### config.mk
export PLATFORM = sky130hd
export DESIGN_NAME = age_arbiter_3way
export DESIGN_NICKNAME = d
export VERILOG_FILES = /design/src/rtl/age_arb_pkg.sv /design/src/rtl/age_select3.sv /design/src/rtl/age_arbiter_3way.sv
export SDC_FILE = /design/constraint.sdc
export NUM_CORES = 1
export LEC_CHECK = 0
export ABC_CLOCK_PERIOD_IN_PS = 9120
export CORE_MARGIN = 1
export CORE_UTILIZATION = 48
export DETAILED_ROUTE_END_ITERATION = 10
export PLACE_DENSITY = 0.79
export SLEW_MARGIN = 20
export SYNTH_ARGS = -nofsm -noshare
export SYNTH_HDL_FRONTEND = slang
export SYNTH_SLANG_ARGS = --single-unit
### constraint.sdc
create_clock -name clk -period 9.12 [get_ports clk]
set_input_delay 2.736 -clock clk [delete_from_list [all_inputs] [get_ports clk]]
set_output_delay 2.736 -clock clk [all_outputs]
set_load 0.05 [all_outputs]
### src/rtl/age_arb_pkg.sv
// Shared definitions for the three-way age-based arbiter.
package age_arb_pkg;

   localparam int unsigned NUM_REQ   = 3;
   localparam int unsigned CNT_WIDTH = 4;  // holds OCCUPANCY-2 for OCCUPANCY up to 15

   typedef enum logic [1:0] {
      StIdle  = 2'd0,
      StIssue = 2'd1,
      StBusy  = 2'd2
   } state_t;

   typedef logic [1:0] src_idx_t;

endpackage

### src/rtl/age_select3.sv
// Picks the oldest valid requester; equal ages resolve to the lowest index.
module age_select3
   import age_arb_pkg::*;
#(
   parameter int unsigned AGE_WIDTH = 4
) (
   input  logic [AGE_WIDTH-1:0] i_age [NUM_REQ-1:0],
   input  logic [NUM_REQ-1:0]   i_valid,
   output logic [NUM_REQ-1:0]   o_sel,
   output src_idx_t             o_idx
);

   logic                 w_found;
   logic [AGE_WIDTH-1:0] w_best_age;

   // Scan upward; strict '>' keeps the earlier index on a tie.
   always_comb begin
      w_found    = 1'b0;
      w_best_age = '0;
      o_idx      = '0;
      o_sel      = '0;
      for (int i = 0; i < NUM_REQ; i++) begin
         if (i_valid[i] && (!w_found || (i_age[i] > w_best_age))) begin
            w_found    = 1'b1;
            w_best_age = i_age[i];
            o_idx      = src_idx_t'(i);
         end
      end
      if (w_found) begin
         o_sel = {{(NUM_REQ-1){1'b0}}, 1'b1} << o_idx;
      end
   end

endmodule

### src/rtl/age_arbiter_3way.sv
// Three-requester arbiter granting the longest-waiting request into a shared
// unit that stays occupied for OCCUPANCY cycles after each accepted issue.
module age_arbiter_3way
   import age_arb_pkg::*;
#(
   parameter int unsigned DATA_WIDTH = 8,
   parameter int unsigned AGE_WIDTH  = 4,
   parameter int unsigned OCCUPANCY  = 2
) (
   input  logic                  clk,
   input  logic                  reset_n,
   input  logic [NUM_REQ-1:0]    req_valid,
   input  logic [DATA_WIDTH-1:0] req_data [NUM_REQ-1:0],
   output logic [NUM_REQ-1:0]    req_ready,
   output logic                  out_valid,
   input  logic                  out_ready,
   output logic [DATA_WIDTH-1:0] out_data,
   output logic [1:0]            out_src,
   output logic                  busy
);

   localparam logic [AGE_WIDTH-1:0] AgeMax = '1;

   state_t                r_state, w_state_d;
   logic [CNT_WIDTH-1:0]  r_cnt, w_cnt_d;
   logic [AGE_WIDTH-1:0]  r_age [NUM_REQ-1:0];
   logic [DATA_WIDTH-1:0] r_out_data;
   src_idx_t              r_out_src;

   logic [NUM_REQ-1:0]    w_sel;
   src_idx_t              w_idx;
   logic                  w_hs;

   age_select3 #(
      .AGE_WIDTH (AGE_WIDTH)
   ) u_select (
      .i_age   (r_age),
      .i_valid (req_valid),
      .o_sel   (w_sel),
      .o_idx   (w_idx)
   );

   // Next-state, down-counter and handshake outputs.
   always_comb begin
      w_state_d = r_state;
      w_cnt_d   = r_cnt;
      req_ready = '0;
      out_valid = 1'b0;
      unique case (r_state)
         StIdle: begin
            // Gated by reset so no accept is advertised while held in reset.
            if (reset_n) begin
               req_ready = w_sel;
            end
            if (|w_sel) begin
               w_state_d = StIssue;
            end
         end
         StIssue: begin
            out_valid = 1'b1;
            if (out_ready) begin
               if (OCCUPANCY == 1) begin
                  w_state_d = StIdle;
               end else begin
                  w_state_d = StBusy;
                  w_cnt_d   = CNT_WIDTH'(OCCUPANCY - 2);
               end
            end
         end
         StBusy: begin
            if (r_cnt == '0) begin
               w_state_d = StIdle;
            end else begin
               w_cnt_d = r_cnt - 1'b1;
            end
         end
         default: begin
            w_state_d = StIdle;
         end
      endcase
   end

   assign w_hs     = |req_ready;
   assign busy     = (r_state != StIdle);
   assign out_data = r_out_data;
   assign out_src  = r_out_src;

   // State, busy counter and issued payload registers.
   always_ff @(posedge clk or negedge reset_n) begin
      if (!reset_n) begin
         r_state    <= StIdle;
         r_cnt      <= '0;
         r_out_data <= '0;
         r_out_src  <= '0;
      end else begin
         r_state <= w_state_d;
         r_cnt   <= w_cnt_d;
         if (w_hs) begin
            r_out_data <= req_data[w_idx];
            r_out_src  <= w_idx;
         end
      end
   end

   // Per-requester wait age: zero when idle or accepted, saturating otherwise.
   always_ff @(posedge clk or negedge reset_n) begin
      if (!reset_n) begin
         for (int i = 0; i < NUM_REQ; i++) begin
            r_age[i] <= '0;
         end
      end else begin
         for (int i = 0; i < NUM_REQ; i++) begin
            if (!req_valid[i] || req_ready[i]) begin
               r_age[i] <= '0;
            end else if (r_age[i] != AgeMax) begin
               r_age[i] <= r_age[i] + 1'b1;
            end
         end
      end
   end

endmodule

# [Word-level counts from Yosys, hierarchy flattened]
# Cells that the tools add are included.
[word_totals] reg_bits=28 inputBits=30 out_inout_bits=15 elab_cells=73
[op_classes] n_addsub=4 order_cmp=3 n_eq_ne=9 shift=1 n_mux=26 n_reduce_logical=23
[op_table] cell="$mux W4" n=10
[op_table] cell="$bmux W8 S2" n=1
[op_table] cell="$add A4 B1 Y4 const B" n=3
[op_table] cell="$ne A4 B4 Y1 const B" n=3
[op_table] cell="$reduce_bool A2 Y1" n=5
[op_table] cell="$mux W3" n=3
[op_table] cell="$gt A4 B4 Y1" n=2
[op_table] cell="$mux W2" n=4
[op_table] cell="$mux W8" n=1
[op_table] cell="$ne A2 B2 Y1 const B" n=4
[op_table] cell="$pmux W4 S2" n=1
[op_table] cell="$pmux W2 S3" n=1
[op_table] cell="$reduce_and A3 Y1" n=2
[op_table] cell="$reduce_or A3 Y1" n=2
[op_table] cell="$logic_not A1 Y1" n=5
[op_table] cell="$logic_or A1 B1 Y1" n=5
[op_table] cell="$mux W1" n=5
[op_table] cell="$logic_not A4 Y1" n=1
[op_table] cell="$sub A4 B1 Y4 const B" n=1
[op_table] cell="$lt A2 B3 Y1 const B" n=1
[op_table] cell="$shl A1 B2 Y3 const A" n=1
[op_table] cell="$eq A2 B1 Y1 const B" n=1
[op_table] cell="$eq A2 B2 Y1 const B" n=1
[op_table] cell="$logic_and A1 B1 Y1" n=2
[op_table] cell="$logic_not A2 Y1" n=1

# [Logic depth before layout (Yosys ltp)]
[depth] word_depth=15 depth_mapped=16 depth_no_buf=13

# [By module]
# Synthesis repeated with hierarchy kept, for this count alone.
[hier_totals] hier_cells=175 hier_area_um2=1813.0
[by_module_without_submodules] mod="age_arbiter_3way" n_inst=1 cells_each=134 area_per_inst_um2=1508.9 seq_area_each_um2=700.7
[by_module_without_submodules] mod="age_select3" n_inst=1 cells_each=41 area_per_inst_um2=304.0 seq_area_each_um2=0.0

# [Least setup slack after synthesis]
# OpenSTA, ideal clock, no wires.
[synth_timing] kind="input to output" start="in req_valid[0]" end="out req_ready[0]" arrival_ns=6.220 slack_ns=0.164 cell_stages=14 n_path_buf=2 cell_sequence="buf_4 > nand2_1 > ha_1 > and2_4 > o21ai_1 > a221oi_4 > buf_6 > mux2_2 > ha_1 > nand2_1 > or3_1 > o211ai_1 > nand2_1 > nor2_1"
[synth_between] elab_chain_len=13 elab_cells_between_ends=19 classes_between="order compare: 2; shift: 1; mux: 10; reduce/logical: 6"
[synth_lines] element="start, declared" line="age_arbiter_3way.sv:12" text="input logic [NUM_REQ-1:0] req_valid,"
[synth_lines] element="$mux W4 / $mux W1 (equally long branches)" line="age_select3.sv:23" text="if (i_valid[i] && (!w_found || (i_age[i] > w_best_age))) begin"
[synth_lines] element="$gt A4 B4 Y1 / $logic_not A1 Y1 (equally long branches)" line="age_select3.sv:23"
[synth_lines] element="$logic_or A1 B1 Y1" line="age_select3.sv:23"
[synth_lines] element="$logic_and A1 B1 Y1" line="age_select3.sv:23"
[synth_lines] element="$mux W4 / $mux W1 (equally long branches)" line="age_select3.sv:23"
[synth_lines] element="$gt A4 B4 Y1 / $logic_not A1 Y1 (equally long branches)" line="age_select3.sv:23"
[synth_lines] element="$logic_or A1 B1 Y1" line="age_select3.sv:23"
[synth_lines] element="$logic_and A1 B1 Y1" line="age_select3.sv:23"
[synth_lines] element="$mux W2" line="age_select3.sv:23"
[synth_lines] element="$shl A1 B2 Y3" line="age_select3.sv:30" text="o_sel = {{(NUM_REQ-1){1'b0}}, 1'b1} << o_idx;"
[synth_lines] element="$mux W3 (*)" line="age_select3.sv:29" text="if (w_found) begin"
[synth_lines] element="$mux W3 (*)" line="age_arbiter_3way.sv:52" text="if (reset_n) begin"
[synth_lines] element="$mux W3 (*)" line="age_arbiter_3way.sv:49" text="unique case (r_state)"
[synth_lines] element="end, declared" line="age_arbiter_3way.sv:14" text="output logic [NUM_REQ-1:0] req_ready,"
# Every way passes the cells marked *; elsewhere a longest branch is shown, timed or not.

# [Worst setup path after layout]
# Same ends and word-level chain as after synthesis.

==> impl_metrics.py <==
metrics = {
    "floorplanning": {
        "die_y_um": 61.5,
        "initial_core_util_pct": 50.6,
        "die_w_um": 61.5,
        "core_area_um2": 3360,
        "ios": 45,
        "die_area_um2": 3780,
        "rows": 21,
    },
    "sta": {
        "finalHoldViolCount": 0,
        "worstMarginPinSlew_ps": 746,
        "clock_skew_ps": 1.69,
        "fin_setup_tns_ps": 0,
        "rsz0062_at_grt": "false",
        "post-route-period-util_pct": 95.4,
        "max_freq_ghz": 0.115,
        "slew_viol_final": 0,
        "slew_headroom_pct": 49.5,
        "setup_violations": 0,
        "worst_hold_slack_ps": 492,
        "min_period_ps": 8700,
    },
    "clock_network": {
        "cts_buffer_depth": 2,
        "clk_pin_slew_ps": 140,
        "cts_buffers": 3,
        "htreeDepth": 1,
        "cts_setup_buffers": 0,
        "cts_tree": "built",
        "root_buffer": "clkbuf_4",
        "cts.sinks": 28,
        "worstSkewPairLatency_ps": 330,
    },
    "yosys": {
        "synth_area_leaders": "dfrtp_1, ha_1, mux2i_1, nor2_1, nand3_1",
        "yosys.area.top_type": "dfrtp_1",
        "yosysUniqueCellTypes": 38,
        "ys_seq_area_share_pct": 41.2,
        "syn_area_um2": 1700,
        "syn_inst": 185,
        "yosysMostFrequentCell": "dfrtp_1",
        "synth_top_area_share_pct": 41.2,
        "ys.flop_type": "dfrtp_1",
        "ys_top_cells_by_count": "dfrtp_1, nor2_1, nand2_1",
        "synth_nets": 227,
        "yosysWarnings": 0,
        "synth_edf_count": 0,
        "async_reset_ff_share_pct": 100,
        "ys_ff_latch": 28,
        "avgSynthCellArea_um2": 9.19,
    },
    "grt": {
        "grt_pass1_wl_um": 6000,
        "grt-ovfl-total": 0,
        "grt_pass1_vias": 1363,
        "grt_max_degree": 29,
        "antenna_found_initial": 0,
        "grt_use_total_pct": 21.3,
    },
    "worst_setup_path": {
        "crit_path_start": "req_valid[0]",
        "critical_path.endpoint_type": "output port",
        "crit_arrival_ps": 5960,
        "crit_required_ps": 6380,
        "rrSetupSlack_ps": 5620,
        "crit_type": "input pin to output port",
        "cp_max_fo": 10,
        "r2r-start": "r_age[2]$_DFFE_PN0P_",
        "crit_path_start_kind": "input pin",
        "ff2ff_path_depth": 12,
    },
    "hold_path": {
        "hold_class": "flop to flop",
        "min_delay_path_depth": 1,
        "min_from": "out_src[0]$_DFFE_PN0P_",
    },
    "placement": {
        "hpwl_um": 2870,
        "numPortBuffers": 44,
        "gp_congestion": 0.830,
    },
    "detailed_routing": {
        "routed_wl_um": 3700,
        "vias": 1507,
        "detail-route-antenna-nets": 0,
        "via_per_inst": 5.44,
        "drtPass1Iterations": 4,
        "first_iter_violations": 83,
        "post_drt_wl_per_cell_um": 13.4,
        "remaining_drc_errors": 0,
    },
    "cells_and_area": {
        "nets": 274,
        "diodes": 0,
        "final_layout_size_suffix_gt1_share_pct": 7.36,
        "syn_to_final_growth_pct": 32.8,
    },
    "run_status": {
        "status": "completed",
    },
    "power_and_ir_drop": {
        "p_per_area_nw_per_um2": 270,
        "ir_drop_mv": 0.214,
        "p_leak_nw": 1.04,
        "p_total_uw": 609,
    },
    "run": {
        "maxCapViolCount": 0,
    },
}
==> path summary, 6_finish.rpt <==
path / end
max: req_ready[0]
max reg2reg: r_age[3]$_DFFE_PN0P_
min reg2reg: out_src[0]$_DFFE_PN0P_
min in group asynchronous: r_age[7]$_DFFE_PN0P_
min: out_src[0]$_DFFE_PN0P_
max in group asynchronous: r_age[2]$_DFFE_PN0P_
==> layout by cell type (no fill, tap or decap), types with 4 or more instances in the layout <==
master,netlist,layout
clkdlybuf4s50_1,0,40
dfrtp_1,28,28
nor2_1,26,26
nand2_1,20,20
nand3_1,16,16
ha_1,12,12
mux2i_1,11,11
inv_1,9,9
o211ai_1,9,9
nor3_1,7,7
xnor2_1,5,5
a21oi_1,4,4
==> worst max-delay path: stages <==
cell and delay, ps:
dlymetal6s2s_1 320, nand2_1 150, ha_1 330, and2_4 160
o21ai_1 100, a221oi_4 440, mux2_2 390, ha_1 280
nand2_1 60, or3_1 330, o211ai_1 180, nand2_1 120
nor2_1 200, buf_12 170
==> area by class of cell <==
class	count	area, um2
fillers	312	1100
multi-input cells	142	931
flip-flops and latches	28	701
repair buffers	47	495
well taps	46	57.6
inverters	10	37.5
clock buffers	4	36.3
==> what timing repair did <==
| item | 4_1_cts | 5_1_grt |
|---|---|---|
| hold buffers | 0 | 0 |
| setup endpoints to repair | 0 | 3 |
| gates resized for setup | 0 | 1 |
==> power by group <==
group | switching, mW | total (mW) | internal, mW
logic | 0.217 | 0.351 | 0.133
registers | 0.0337 | 0.199 | 0.165
clock network | 0.0357 | 0.0602 | 0.0245
total | 0.287 | 0.609 | 0.323
==> registers in the layout (all words and copies together) (netlist names) <==
signal	flops
r_state	2
out_data	8
r_age	12
r_cnt	4
out_src	2
==> cell families (layout without fill, tap and decap cells) <==
family | Yosys count | after routing | synth area share (%)
adder cells (fa/ha/maj) | 12 | 12 | 8.83
AO/OA/AOI/OAI | 31 | 31 | 14.2
flip-flops | 28 | 28 | 41.2
multiplexers | 12 | 12 | 7.14
AND/OR/NAND/NOR | 82 | 82 | 22.0
buffers and inverters | 15 | 61 | 4.05
XOR/XNOR | 5 | 5 | 2.58
==> stage by stage <==
| step | cell area, um2 | setup WS, ps | utilization [%] | std cells |
|---|---|---|---|---|
| floorplan | 1700 | 164 | - | 185 |
| global placement | 2220 | 226 | 66.0 | 273 |
| detailed placement | 2220 | 70.7 | 66.0 | 273 |
| CTS | 2260 | 73.8 | 67.1 | 277 |
| global route | 2260 | 221 | 67.2 | 277 |
| finish | 2260 | 423 | 67.2 | 277 |
==> layer usage <==
| metal | track usage, % | vias up | share of wire, % |
|---|---|---|---|
| met3 | 4.20 | 4 | 3.7 |
| met1 | 28.2 | 725 | 47 |
| li1 | - | 750 | - |
| met4 | 4.44 | 0 | 0.68 |
| met2 | 36.1 | 28 | 49 |
| met5 | 0 | - | 0 |
Note: power is estimated with default switching activity, not from simulation.
